--- config.mk ---
export PLATFORM = sky130hd
export DESIGN_NAME = load_hash
export DESIGN_NICKNAME = d
export VERILOG_FILES = /design/src/rtl/load_hash.sv
export SDC_FILE = /design/constraint.sdc
export NUM_CORES = 1
export LEC_CHECK = 0
export ABC_AREA = 1
export BUFFER_PORTS_ARGS = -buffer_cell sky130_fd_sc_hd__buf_2
export CAP_MARGIN = 20
export CORE_MARGIN = 2
export CORE_UTILIZATION = 48
export CTS_BUF_LIST = sky130_fd_sc_hd__clkbuf_4 sky130_fd_sc_hd__clkbuf_8 sky130_fd_sc_hd__clkbuf_16
export DETAILED_ROUTE_END_ITERATION = 8
export HOLD_SLACK_MARGIN = 0.12
export PLACE_DENSITY = 0.85
export SKIP_LAST_GASP = 1
export SLEW_MARGIN = 20
export SYNTH_ARGS = -nofsm -noshare
export SYNTH_HDL_FRONTEND = slang
export SYNTH_SLANG_ARGS = --single-unit
--- constraint.sdc ---
create_clock -name clock -period 2.35 [get_ports clock]
set_clock_uncertainty 0.2 [all_clocks]
set_input_delay 0.47 -clock clock [delete_from_list [all_inputs] [get_ports clock]]
set_output_delay 0.47 -clock clock [all_outputs]
set_load 0.05 [all_outputs]
--- src/rtl/load_hash.sv ---
// load_hash
//   Reads HASH_LENGTH consecutive words from the hash memory, starting at a
//   captured base address, and assembles them into one hash vector. Memory
//   word i lands in hash_vector[i*WORD_WIDTH +: WORD_WIDTH]. It is used to
//   reload an intermediate hash state before a compression round.
//
// Ports
//   clock          in   system clock, rising edge
//   reset          in   synchronous, active-high
//   start          in   load request, sampled only while idle
//   base_address   in   address of word 0, captured together with start
//   mem_read_en    out  memory read strobe (registered)
//   mem_address    out  memory read address (registered)
//   mem_read_data  in   read data, valid READ_LATENCY cycles after the strobe
//   hash_vector    out  assembled vector, held until overwritten
//   hash_valid     out  one-cycle pulse, hash_vector complete
//   busy           out  high while a load is in progress (through the DONE cycle)
//
// State | meaning
// ------+--------------------------------------------------------------
// IDLE  | waiting for start
// ISSUE | one read strobe per cycle, HASH_LENGTH strobes in total
// DRAIN | strobes finished, collecting the words still in flight
// DONE  | hash_valid high for this single cycle

module load_hash #(
    parameter int HASH_LENGTH  = 8,
    parameter int WORD_WIDTH   = 32,
    parameter int ADDR_WIDTH   = 8,
    parameter int READ_LATENCY = 1
) (
    input  logic                              clock,
    input  logic                              reset,
    input  logic                              start,
    input  logic [ADDR_WIDTH-1:0]             base_address,
    output logic                              mem_read_en,
    output logic [ADDR_WIDTH-1:0]             mem_address,
    input  logic [WORD_WIDTH-1:0]             mem_read_data,
    output logic [HASH_LENGTH*WORD_WIDTH-1:0] hash_vector,
    output logic                              hash_valid,
    output logic                              busy
);

    localparam int CNT_W = $clog2(HASH_LENGTH + 1);

    typedef enum logic [1:0] {
        IDLE  = 2'd0,
        ISSUE = 2'd1,
        DRAIN = 2'd2,
        DONE  = 2'd3
    } state_t;

    state_t                  state, state_nxt;
    logic [ADDR_WIDTH-1:0]   base_q, base_nxt;
    logic [CNT_W-1:0]        issue_cnt, issue_cnt_nxt;
    logic [CNT_W-1:0]        capt_cnt, capt_cnt_nxt;
    logic [READ_LATENCY-1:0] vld_pipe;
    logic                    capt_fire;
    logic                    rd_en_nxt;
    logic [ADDR_WIDTH-1:0]   addr_nxt;
    logic                    valid_nxt;
    logic                    busy_nxt;

    // The valid pipeline tracks the registered strobe, so its last stage lines
    // up with the cycle in which the memory presents the matching word.
    assign capt_fire = vld_pipe[READ_LATENCY-1] && ((state == ISSUE) || (state == DRAIN));

    always_comb begin
        state_nxt     = state;
        base_nxt      = base_q;
        issue_cnt_nxt = issue_cnt;
        capt_cnt_nxt  = capt_cnt;
        rd_en_nxt     = 1'b0;
        addr_nxt      = mem_address;
        valid_nxt     = 1'b0;

        if (capt_fire) begin
            capt_cnt_nxt = capt_cnt + 1'b1;
        end

        case (state)
            IDLE: begin
                if (start) begin
                    base_nxt      = base_address;
                    issue_cnt_nxt = CNT_W'(1);
                    capt_cnt_nxt  = '0;
                    rd_en_nxt     = 1'b1;
                    addr_nxt      = base_address;
                    state_nxt     = ISSUE;
                end
            end
            ISSUE: begin
                // issue_cnt counts strobes already launched; the first one
                // leaves together with the IDLE->ISSUE transition.
                if (issue_cnt == CNT_W'(HASH_LENGTH)) begin
                    state_nxt = DRAIN;
                end else begin
                    rd_en_nxt     = 1'b1;
                    addr_nxt      = base_q + ADDR_WIDTH'(issue_cnt);
                    issue_cnt_nxt = issue_cnt + 1'b1;
                end
            end
            DRAIN: begin
                // Raising hash_valid together with the last capture keeps the
                // pulse in the cycle right after the final word is stored.
                if (capt_fire && (capt_cnt == CNT_W'(HASH_LENGTH - 1))) begin
                    valid_nxt = 1'b1;
                    state_nxt = DONE;
                end
            end
            DONE: begin
                state_nxt = IDLE;
            end
            default: begin
                state_nxt = IDLE;
            end
        endcase

        busy_nxt = (state_nxt != IDLE);
    end

    always_ff @(posedge clock) begin
        if (reset) begin
            state       <= IDLE;
            base_q      <= '0;
            issue_cnt   <= '0;
            capt_cnt    <= '0;
            vld_pipe    <= '0;
            mem_read_en <= 1'b0;
            mem_address <= '0;
            hash_vector <= '0;
            hash_valid  <= 1'b0;
            busy        <= 1'b0;
        end else begin
            state       <= state_nxt;
            base_q      <= base_nxt;
            issue_cnt   <= issue_cnt_nxt;
            capt_cnt    <= capt_cnt_nxt;
            mem_read_en <= rd_en_nxt;
            mem_address <= addr_nxt;
            hash_valid  <= valid_nxt;
            busy        <= busy_nxt;

            vld_pipe[0] <= mem_read_en;
            for (int i = 1; i < READ_LATENCY; i++) begin
                vld_pipe[i] <= vld_pipe[i-1];
            end

            if (capt_fire) begin
                hash_vector[capt_cnt*WORD_WIDTH +: WORD_WIDTH] <= mem_read_data;
            end
        end
    end

endmodule

==> flow_summary_export.csv, run 1 <==
group,metric,value,unit
status,outcome,"finished, final reports clean",
timing,hold_slack,141,ps
grt,antenna_found_initial,0,
synthesis,yosys.area.top_type,"dfxtp_1",
power,peakVddDrop,0.506,mV
setup_path,rr_endpoint,"hash_vector[169]",
min_path,hp-class,"input pin to flip-flop",
detailed_routing,totalWireLength,38200,um
grt,overflow,0,
clock_network,cts_sinks,286,
detailed_routing,drcViolationCount,0,
detailed_routing,wl_met1,16500,um
grt,grt_pass1_wl,58100,um
setup_path,cp.required,2640,ps
final_layout,multi_input_area,0.00464,mm2
synthesis,synth_cells,1590,
setup_path,crit_fanout,65,
detailed_routing,drt-initial-drc-count,1345,
floorplan,fp.dieH,159,um
detailed_routing,vias,11800,
min_path,hold_start,"mem_read_data[21]",
timing,slew_headroom,56.6,%
detailed_routing,wl_met2,17100,um
clock_network,cts-root-buf,"clkbuf_16",
synthesis,seq_area_frac_synth,49.4,%
synthesis,synth-seq-cells,286,
final_layout,final_nets,1930,
floorplan,fp-row-count,56,
detailed_routing,viasPerCell,5.32,
detailed_routing,wl_met3,3560,um
synthesis,ys.flop_type,"dfxtp_1",
min_path,min_path_cells,5,
synthesis,synthArstFlopShare,0,%
place,placed_cells,2146,
clock_network,clkTransAtPathRegs,70,ps
clock_network,clockBufferDepth,3,
setup_path,crit_arrival,2560,ps
final_layout,fillers,2012,
grt,grt_pass1_vias,10500,
timing,post-route-period-util,96.4,%
synthesis,yosys.cell_count.top_type,"nor2_1",
timing,worst_slew_pin_slew,651,ps
clock_network,tritoncts,"done",
synthesis,syn_area,0.0116,mm2
floorplan,ios,310,
detailed_routing,top_layer,"met4",
final_layout,ff_latch_area,0.00573,mm2
floorplan,start_util,49.1,%
timing,min_period,2270,ps
timing,grt_setup_unrepaired,"true",
synthesis,avgSynthCellArea,7.29,um2
final_layout,antenna_cells,0,
clock_network,h-tree-depth,1,
synthesis,synth_edf_count,0,
place,gp_congestion,0.888,
power,power_density,727,mW/mm2
synthesis,yosys_warnings,0,
setup_path,crit_type,"flip-flop to flip-flop",
detailed_routing,first_pass_iters,6,
place,post-dp-hpwl,25600,um
setup_path,setup.worst_path.end_class,"flip-flop",
run,drv_cap,0,
power,leakage,7.14,nW
timing,setup_viol,0,
detailed_routing,wl_per_cell,17.2,um
timing,hold_viol,0,
clock_network,clk_latency,540,ps
synthesis,netlist_top_cells_area,"dfxtp_1, nor2_1, o21ai_0, a21oi_1, inv_1",
timing,drv_slew,0,
final_layout,syn2layout_area_growth,27.6,%
grt,grt_start_max_net_pins,66,
synthesis,synth_top_area_share,49.4,%
setup_path,reg2regPathDepth,10,
place,placement.io_buffers,309,
min_path,min_to,"hash_vector[21]",
floorplan,core,0.0236,mm2
timing,max_clock_freq,0.441,GHz
floorplan,die_area,0.0254,mm2
setup_path,reg2reg_from,"capt_cnt[1]",
final_layout,drive_gt1_share,22.8,%
detailed_routing,antenna_left,0,
grt,grt_usage,28.1,%
final_layout,final_cells,2213,
synthesis,synth_top_cells_by_count,"nor2_1, dfxtp_1, o21ai_0",
synthesis,synth_fp_nets,1648,
floorplan,die_w,159,um
setup_path,rrSetupSlack,80,ps
synthesis,synth.distinct_cells,29,
setup_path,start_kind,"flip-flop",
clock_network,cts_buffers,29,
==> power breakdown <==
| part | internal (mW) | leakage (nW) | switching [mW] |
|---|---|---|---|
| combinational | 0.247 | 4.32 | 0.623 |
| sequential | 4.91 | 2.31 | 0.0500 |
| clock | 2.92 | 0.505 | 1.99 |
| total | 8.08 | 7.14 | 2.67 |
==> what timing repair did <==
action | CTS | global route
hold buffers | 9 | 0
endpoints found under the setup margin | 0 | 125
buffers inserted | 0 | 3
gates resized for setup | 0 | 24
hold endpoints to repair | 15 | 0
==> worst max-delay path, stage by stage (launching register included) <==
cell      delay (ps)
dfxtp_1          380
inv_1             90
ha_1             210
nand2_2          150
nor2_4            60
buf_12           190
nor2_1           310
nand3_1          220
nand2_1          130
clkinv_1          90
nor2_1           130
==> through the flow <==
step                      setup WS (ps)  setup TNS (ps)  total power [mW]  util [%]  instance area [um2]
after floorplan                     106               0              5.63         -                11600
after global placement              136               0              5.88      57.6                13600
after detailed placement           53.8               0              5.90      57.6                13600
after CTS                          27.3               0              10.8      62.3                14700
after global routing              -48.6            -615              11.1      62.6                14800
final                              83.5               0              10.7      62.6                14800
==> layer usage <==
layer | up-vias | global-route usage (%)
met3 | 87 | 6.10
met1 | 5384 | 38.9
met4 | 0 | 7.77
li1 | 5660 | -
met5 | - | 0
met2 | 642 | 44.3
==> sequential cells by signal (all words and copies together), names as in the netlist <==
register,flops
vld_pipe,1
issue_cnt,4
capt_cnt,4
hash_vector,256
state,2
mem_address,8
mem_read_en,1
busy,1
base_q,8
hash_valid,1
==> layout make-up <==
cell class / instances / share of cell area, %
Timing Repair Buffer: 363 / 14.8
Inverter: 212 / 5.42
Tap cell: 319 / 2.70
Clock buffer: 37 / 5.57
Clock inverter: 16 / 1.36
Multi-Input combinational cell: 980 / 31.4
Sequential cell: 286 / 38.7
==> cells in the final DEF (no fill, tap or decap), types with 2 or more instances in the layout <==
cell,netlist,layout
a211oi_1,14,14
a21oi_1,137,137
a31oi_1,3,3
buf_12,0,14
buf_2,20,309
buf_4,0,28
bufinv_16,0,4
clkbuf_16,0,31
clkbuf_4,0,2
clkbuf_8,0,6
clkinv_1,29,29
clkinv_2,0,6
clkinvlp_4,0,3
dfxtp_1,286,285
dlygate4sd3_1,0,9
ha_1,14,14
inv_1,178,174
inv_2,5,8
inv_6,0,2
nand2_1,127,126
nand2_2,4,5
nand3_1,77,77
nand4_1,6,6
nor2_1,293,289
nor2_2,0,3
nor2_4,1,2
nor3_1,36,35
nor3_4,2,2
o21ai_0,209,195
o21ai_1,47,61
xor2_1,4,4
==> kinds of logic after synthesis <==
group                    synth area share, %
XOR/XNOR                               0.302
AND/OR/NAND/NOR                         19.7
AO/OA/AOI/OAI                           18.2
buffers and inverters                   10.7
flip-flops                              49.4
adder cells (fa/ha/maj)                 1.68
==> how the worst max path moves through the flow <==
stage | startpoint | end | slack, ps | depth (start not counted)
final | capt_cnt[1] | hash_vector[169] | 80 | 10
after global placement | capt_cnt[0] | hash_vector[182] | 140 | 10
after floorplan | capt_cnt[0] | hash_vector[184] | 110 | 10
after detailed placement | capt_cnt[0] | hash_vector[169] | 50 | 11
after CTS | capt_cnt[0] | hash_vector[187] | 30 | 11
after global routing | capt_cnt[2] | hash_vector[187] | -50 | 12
Power figures use the tool's default switching activity.
==> run 2: changes to the inputs <==
==> constraint.sdc (replaced) <==
create_clock -name clock -period 2.35 [get_ports clock]
set_clock_uncertainty 0.2 [all_clocks]
set_input_delay 0.1175 -clock clock [delete_from_list [all_inputs] [get_ports clock]]
set_output_delay 0.1175 -clock clock [all_outputs]
set_load 0.05 [all_outputs]
==> run 2 against run 1 <==
Net effect: count of clock-buffer cells in the layout is 2 higher; critical path depth is 1 higher; first-iteration DRC count is 0.37% higher; flip-flop and latch count stayed put; critical path type unchanged; largest cell class unchanged.
==> flow_summary_export.csv, run 2 (synthesized netlist as in run 1, its figures left out) <==
group,metric,value,unit
grt,grt_usage,28.5,%
final_layout,final_nets,1980,
detailed_routing,vias,12200,
final_layout,final_area,0.0153,mm2
setup_path,start_kind,"flip-flop",
floorplan,start_util,49.1,%
setup_path,cp_slowest_cell,"nor2_1",
setup_path,rrSetupSlack,20,ps
setup_path,reg2reg_from,"capt_cnt[1]",
final_layout,final_cell_mix,"buf_2, nor2_1, dfxtp_1",
setup_path,crit_type,"flip-flop to flip-flop",
clock_network,cts-root-buf,"clkbuf_16",
final_layout,largest_register,"hash_vector",
min_path,hp-class,"input pin to flip-flop",
floorplan,die_area,0.0254,mm2
clock_network,clkTransAtPathRegs,60,ps
final_layout,largest_reg_flops,256,
clock_network,cts_sinks,286,
min_path,min_path_cells,4,
run,drv_cap,0,
setup_path,cpPeakStageDelay,420,ps
floorplan,die_w,159,um
timing,setup_viol,0,
timing,slew_headroom,57.9,%
timing,hold_slack,171,ps
timing,min_period,2330,ps
timing,worst_slew_pin_slew,631,ps
setup_path,crit_start,"capt_cnt[1]",
grt,antenna_found_initial,0,
floorplan,core,0.0236,mm2
power,leakage,7.40,nW
setup_path,cp.required,2640,ps
setup_path,critPathMostFrequentCell,"nor2_1",
clock_network,h-tree-depth,1,
grt,grt_start_max_net_pins,83,
floorplan,ios,310,
final_layout,syn2layout_area_growth,32.3,%
setup_path,crit_fanout,13,
floorplan,fp.dieH,159,um
grt,overflow,0,
min_path,min_to,"mem_address[1]",
timing,max_clock_freq,0.429,GHz
status,outcome,"finished, final reports clean",
setup_path,crit_arrival,2620,ps
final_layout,top_regs,"hash_vector x256, base_q x8, mem_address x8",
clock_network,clk_latency,550,ps
setup_path,setup.worst_path.end_class,"flip-flop",
setup_path,reg2regPathDepth,11,
timing,hold_viol,0,
setup_path,path_cells,"inv_2, ha_2, nand2_2, nor2_4, buf_12, clkbuf_16, nor2_1, nand3_1, nand2_1, clkinv_1, nor2_1",
timing,setup_tns,0,ps
grt,grt_pass1_vias,11000,
final_layout,drive_gt1_share,23.0,%
setup_path,rr_endpoint,"hash_vector[187]",
min_path,hold_start,"base_address[1]",
final_layout,final_cells,2262,
final_layout,layout_commonest_cell,"buf_2",
place,post-dp-hpwl,25600,um
place,gp_congestion,0.935,
detailed_routing,totalWireLength,40100,um
final_layout,antenna_cells,0,
timing,post-route-period-util,99.2,%
detailed_routing,antenna_left,0,
detailed_routing,first_pass_iters,5,
clock_network,tritoncts,"done",
grt,grt_pass1_wl,58900,um
detailed_routing,viasPerCell,5.38,
place,placement.io_buffers,309,
timing,drv_slew,0,
power,power_density,688,mW/mm2
detailed_routing,wl_per_cell,17.7,um
clock_network,clockBufferDepth,3,
place,placed_cells,2144,
floorplan,fp-row-count,56,
place,placed_cell_area,0.0136,mm2
detailed_routing,drcViolationCount,0,
timing,grt_setup_unrepaired,"true",
detailed_routing,drt-initial-drc-count,1350,
clock_network,cts_buffers,29,
power,peakVddDrop,0.554,mV
## run 2: changes by cell type in the layout (fill, tap and decap cells not counted), sizes merged
cell / previous run / this run
buf: 352 / 359
clkinv: 36 / 37
clkbuf: 39 / 47
clkinvlp: 3 / 2
inv: 185 / 184
dlygate4sd3: 9 / 46
bufinv: 4 / 2
## run 2: layout make-up
cell class              instances  area [um2]
repair buffers                413        2770
flip-flops and latches        286        5730
clock inverters                13         128
clock buffers                  39         820
inverters                     212         806
multi-input cells             980        4670
fillers                      1893        8290
well taps                     319         399
## run 2: report_power, final
part | internal [mW] | total (mW) | switching (mW)
registers | 4.91 | 4.96 | 0.0481
logic | 0.310 | 0.955 | 0.646
clock network | 2.67 | 4.63 | 1.97
total | 7.89 | 10.6 | 2.66
## run 2: timing repair
item                                    CTS  global route
hold buffers                             46             0
endpoints found under the hold margin   282             0
endpoints found under the setup margin    0           154
resized for setup                         0            22
buffers inserted                          0            12
## run 2: per-layer routing
metal	global-route usage, %	up-vias	share of wire, %
met2	44.7	702	44
met1	38.0	5600	41
met3	6.07	121	10
met5	0	-	0
met4	12.5	0	4.3
li1	-	5741	-
## run 2: per-stage QoR
step                      utilization (%)  worst slack [ps]  power (mW)
after floorplan                         -               106        5.63
after global placement               57.4               144        5.87
after detailed placement             57.4              32.4        5.89
after CTS                            63.3              28.0        10.5
after global routing                 64.9             -81.1        10.9
final                                64.9              17.8        10.6
## run 2: worst max-delay path: cells and delay by family, from the launching register on
kind | cells | cell delay (ps)
buffers and inverters | 4 | 440
AND/OR/NAND/NOR | 6 | 1070
flip-flops | 1 | 380
adder cells (fa/ha/maj) | 1 | 180
## run 2: worst max-delay path by stage
stage                       end  slack [ps]  depth (start not counted)
3_5_place_dp   hash_vector[143]          30                         13
3_3_place_gp   hash_vector[131]         140                         13
6_report       hash_vector[187]          20                         11
2_1_floorplan  hash_vector[184]         110                         10
5_1_grt        hash_vector[132]         -80                         10
4_1_cts        hash_vector[143]          30                         13
==> run 3: changes to the inputs <==
--- a/config.mk
+++ b/config.mk
@@ -8,7 +8,7 @@
 export ABC_AREA = 1
 export BUFFER_PORTS_ARGS = -buffer_cell sky130_fd_sc_hd__buf_2
 export CAP_MARGIN = 20
-export CORE_MARGIN = 2
+export CORE_MARGIN = 10
 export CORE_UTILIZATION = 48
 export CTS_BUF_LIST = sky130_fd_sc_hd__clkbuf_4 sky130_fd_sc_hd__clkbuf_8 sky130_fd_sc_hd__clkbuf_16
 export DETAILED_ROUTE_END_ITERATION = 8
==> constraint.sdc (replaced) <==
create_clock -name clock -period 2.35 [get_ports clock]
set_clock_uncertainty 0.2 [all_clocks]
set_input_delay 0.1175 -clock clock [delete_from_list [all_inputs] [get_ports clock]]
set_output_delay 0.1175 -clock clock [all_outputs]
set_load 0.005 [all_outputs]
==> run 3 against run 2 <==
Net effect: routed wire length up 6.1%; combinational power down 19%; first-iteration DRC count grew 13%; setup slack better by 72 ps; maximum frequency up 3.2%; highest routed layer unchanged.
==> flow_summary_export.csv, run 3 (synthesized netlist as in run 1, its figures left out) <==
group,metric,value,unit
status,outcome,"finished, final reports clean",
power,power,10.8,mW
final_layout,drive_gt1_share,22.7,%
setup_path,crit_fanout,16,
clock_network,cts_buffers,30,
grt,grt_pass1_wl,63800,um
timing,setup_viol,0,
min_path,hp-class,"input pin to flip-flop",
setup_path,start_kind,"flip-flop",
power,leakage,7.39,nW
final_layout,top_regs,"hash_vector x256, base_q x8, mem_address x8",
setup_path,setup.worst_path.end_class,"flip-flop",
power,power_frac_seq,45.8,%
detailed_routing,drt-initial-drc-count,1528,
floorplan,die_area,0.0308,mm2
min_path,min_path_cells,4,
place,placed_cells,2150,
place,placement.io_buffers,309,
floorplan,core,0.0236,mm2
power,p_switching,2.53,mW
clock_network,h-tree-depth,1,
setup_path,cp.required,2580,ps
detailed_routing,antenna_left,0,
detailed_routing,vias,12200,
grt,grt_usage,25.4,%
timing,min_period,2260,ps
floorplan,die_w,175,um
timing,worst_slew_pin_slew,609,ps
grt,antenna_found_initial,1,
setup_path,reg2regPathDepth,10,
final_layout,largest_register,"hash_vector",
setup_path,crit_arrival,2490,ps
clock_network,cts_sinks,286,
final_layout,largest_reg_flops,256,
place,gp_congestion,0.915,
final_layout,syn2layout_area_growth,32.3,%
timing,drv_slew,0,
final_layout,final_nets,1975,
timing,grt_setup_unrepaired,"true",
timing,max_clock_freq,0.442,GHz
floorplan,start_util,49.1,%
final_layout,final_cell_mix,"buf_2, nor2_1, dfxtp_1",
setup_path,rr_endpoint,"hash_vector[64]",
clock_network,clockBufferDepth,3,
power,intPower,8.32,mW
timing,post-route-period-util,96.2,%
setup_path,rrSetupSlack,90,ps
setup_path,path_cells,"inv_1, ha_1, nand2_4, inv_2, nand4_1, buf_12, clkinvlp_4, buf_12, o21ai_0, nor2_1",
floorplan,ios,310,
detailed_routing,viasPerCell,5.40,
floorplan,fp-row-count,56,
run,drv_cap,0,
place,post-dp-hpwl,28900,um
grt,overflow,0,
setup_path,critPathMostFrequentCell,"buf_12",
power,peakVddDrop,0.559,mV
setup_path,cpPeakStageDelay,370,ps
clock_network,tritoncts,"done",
clock_network,clkTransAtPathRegs,60,ps
detailed_routing,first_pass_iters,6,
final_layout,fillers,1951,
final_layout,layout_commonest_cell,"buf_2",
power,p_sw_share,23.3,%
setup_path,cp_slowest_cell,"dfxtp_1",
power,power_density,708,mW/mm2
grt,grt_pass1_vias,11300,
power,pwr-share-clk,47.1,%
final_layout,final_cells,2261,
detailed_routing,drcViolationCount,0,
detailed_routing,wl_per_cell,18.8,um
clock_network,clk_latency,550,ps
timing,slew_headroom,59.4,%
detailed_routing,totalWireLength,42600,um
floorplan,fp.dieH,175,um
grt,grt_start_max_net_pins,94,
timing,hold_viol,0,
setup_path,reg2reg_from,"state[0]",
setup_path,crit_start,"state[0]",
setup_path,endpoint,"hash_vector[64]",
power,pwr-share-comb,7.2,%
clock_network,cts-root-buf,"clkbuf_16",
setup_path,crit_type,"flip-flop to flip-flop",
==> run 3: changes by cell type in the layout (fill, tap and decap cells not counted), moves of 2 or more <==
cell	previous run	this run
buf_4	34	31
bufinv_16	2	4
dfxtp_2	1	3
nor2_1	289	292
clkbuf_16	37	34
nor3_1	34	36
clkinv_2	7	3
nor3_2	2	0
nor2_2	3	0
inv_4	2	0
clkbuf_8	3	7
==> run 3: worst min-delay path by stage <==
stage | start | to | slack, ps
after floorplan | base_address[1] | mem_address[1] | 60
after global placement | base_address[1] | mem_address[1] | 190
after detailed placement | base_address[1] | mem_address[1] | 190
after CTS | base_address[1] | mem_address[1] | 170
after global routing | base_address[5] | mem_address[5] | 230
final | base_address[1] | mem_address[1] | 220
==> run 3: stage by stage <==
stage / cell area, um2 / hold slack [ps] / TNS [ps] / worst slack [ps] / utilization [%]
2_1_floorplan: 11600 / 61.5 / 0 / 107 / -
3_3_place_gp: 13600 / 191 / 0 / 126 / 57.7
3_5_place_dp: 13600 / 185 / 0 / 85.7 / 57.7
4_1_cts: 15200 / 168 / 0 / 70.5 / 64.3
5_1_grt: 15300 / 230 / -80.9 / -33.9 / 64.9
6_report: 15300 / 215 / 0 / 89.6 / 64.9
==> run 3: power by group through the flow <==
| stage | Combinational [mW] | Sequential (mW) | Clock (mW) |
|---|---|---|---|
| floorplan | 0.416 | 5.06 | 0 |
| global placement | 0.671 | 5.06 | 0 |
| detailed placement | 0.687 | 5.07 | 0 |
| CTS | 0.753 | 4.96 | 5.14 |
| global route | 0.859 | 4.97 | 5.34 |
| finish | 0.778 | 4.97 | 5.11 |
==> run 3: what timing repair did <==
action,in CTS,in global routing
endpoints found under the hold margin,286,0
setup endpoints to repair,0,101
resized for setup,0,13
setup buffers,0,4
hold buffers,46,0
==> run 3: final cells by class <==
class,count,area [um2],area share [%]
antenna,1,2.50,0.0163
clock buffer,45,907,5.92
inverter,212,805,5.25
multi-input combinational,980,4640,30.3
clock inverter,11,176,1.15
tap,319,399,2.60
timing repair buffer,407,2670,17.4
sequential,286,5730,37.4
==> run 3: worst max-delay path: cells and delay by family, from the launching register on <==
family          cells  cell delay, ps
buf+inv             5             650
compound gates      1             180
fa+ha+maj           1             340
simple gates        3             400
flops               1             370
==> run 3: per-layer routing <==
| layer | global-route usage, % | share of wire (%) | wire (um) | vias up |
|---|---|---|---|---|
| li1 | - | - | - | 5746 |
| met5 | 0 | 0 | 0 | - |
| met2 | 39.9 | 44 | 18900 | 727 |
| met4 | 8.80 | 3.5 | 1510 | 0 |
| met1 | 33.3 | 42 | 17900 | 5638 |
| met3 | 6.18 | 10 | 4310 | 106 |
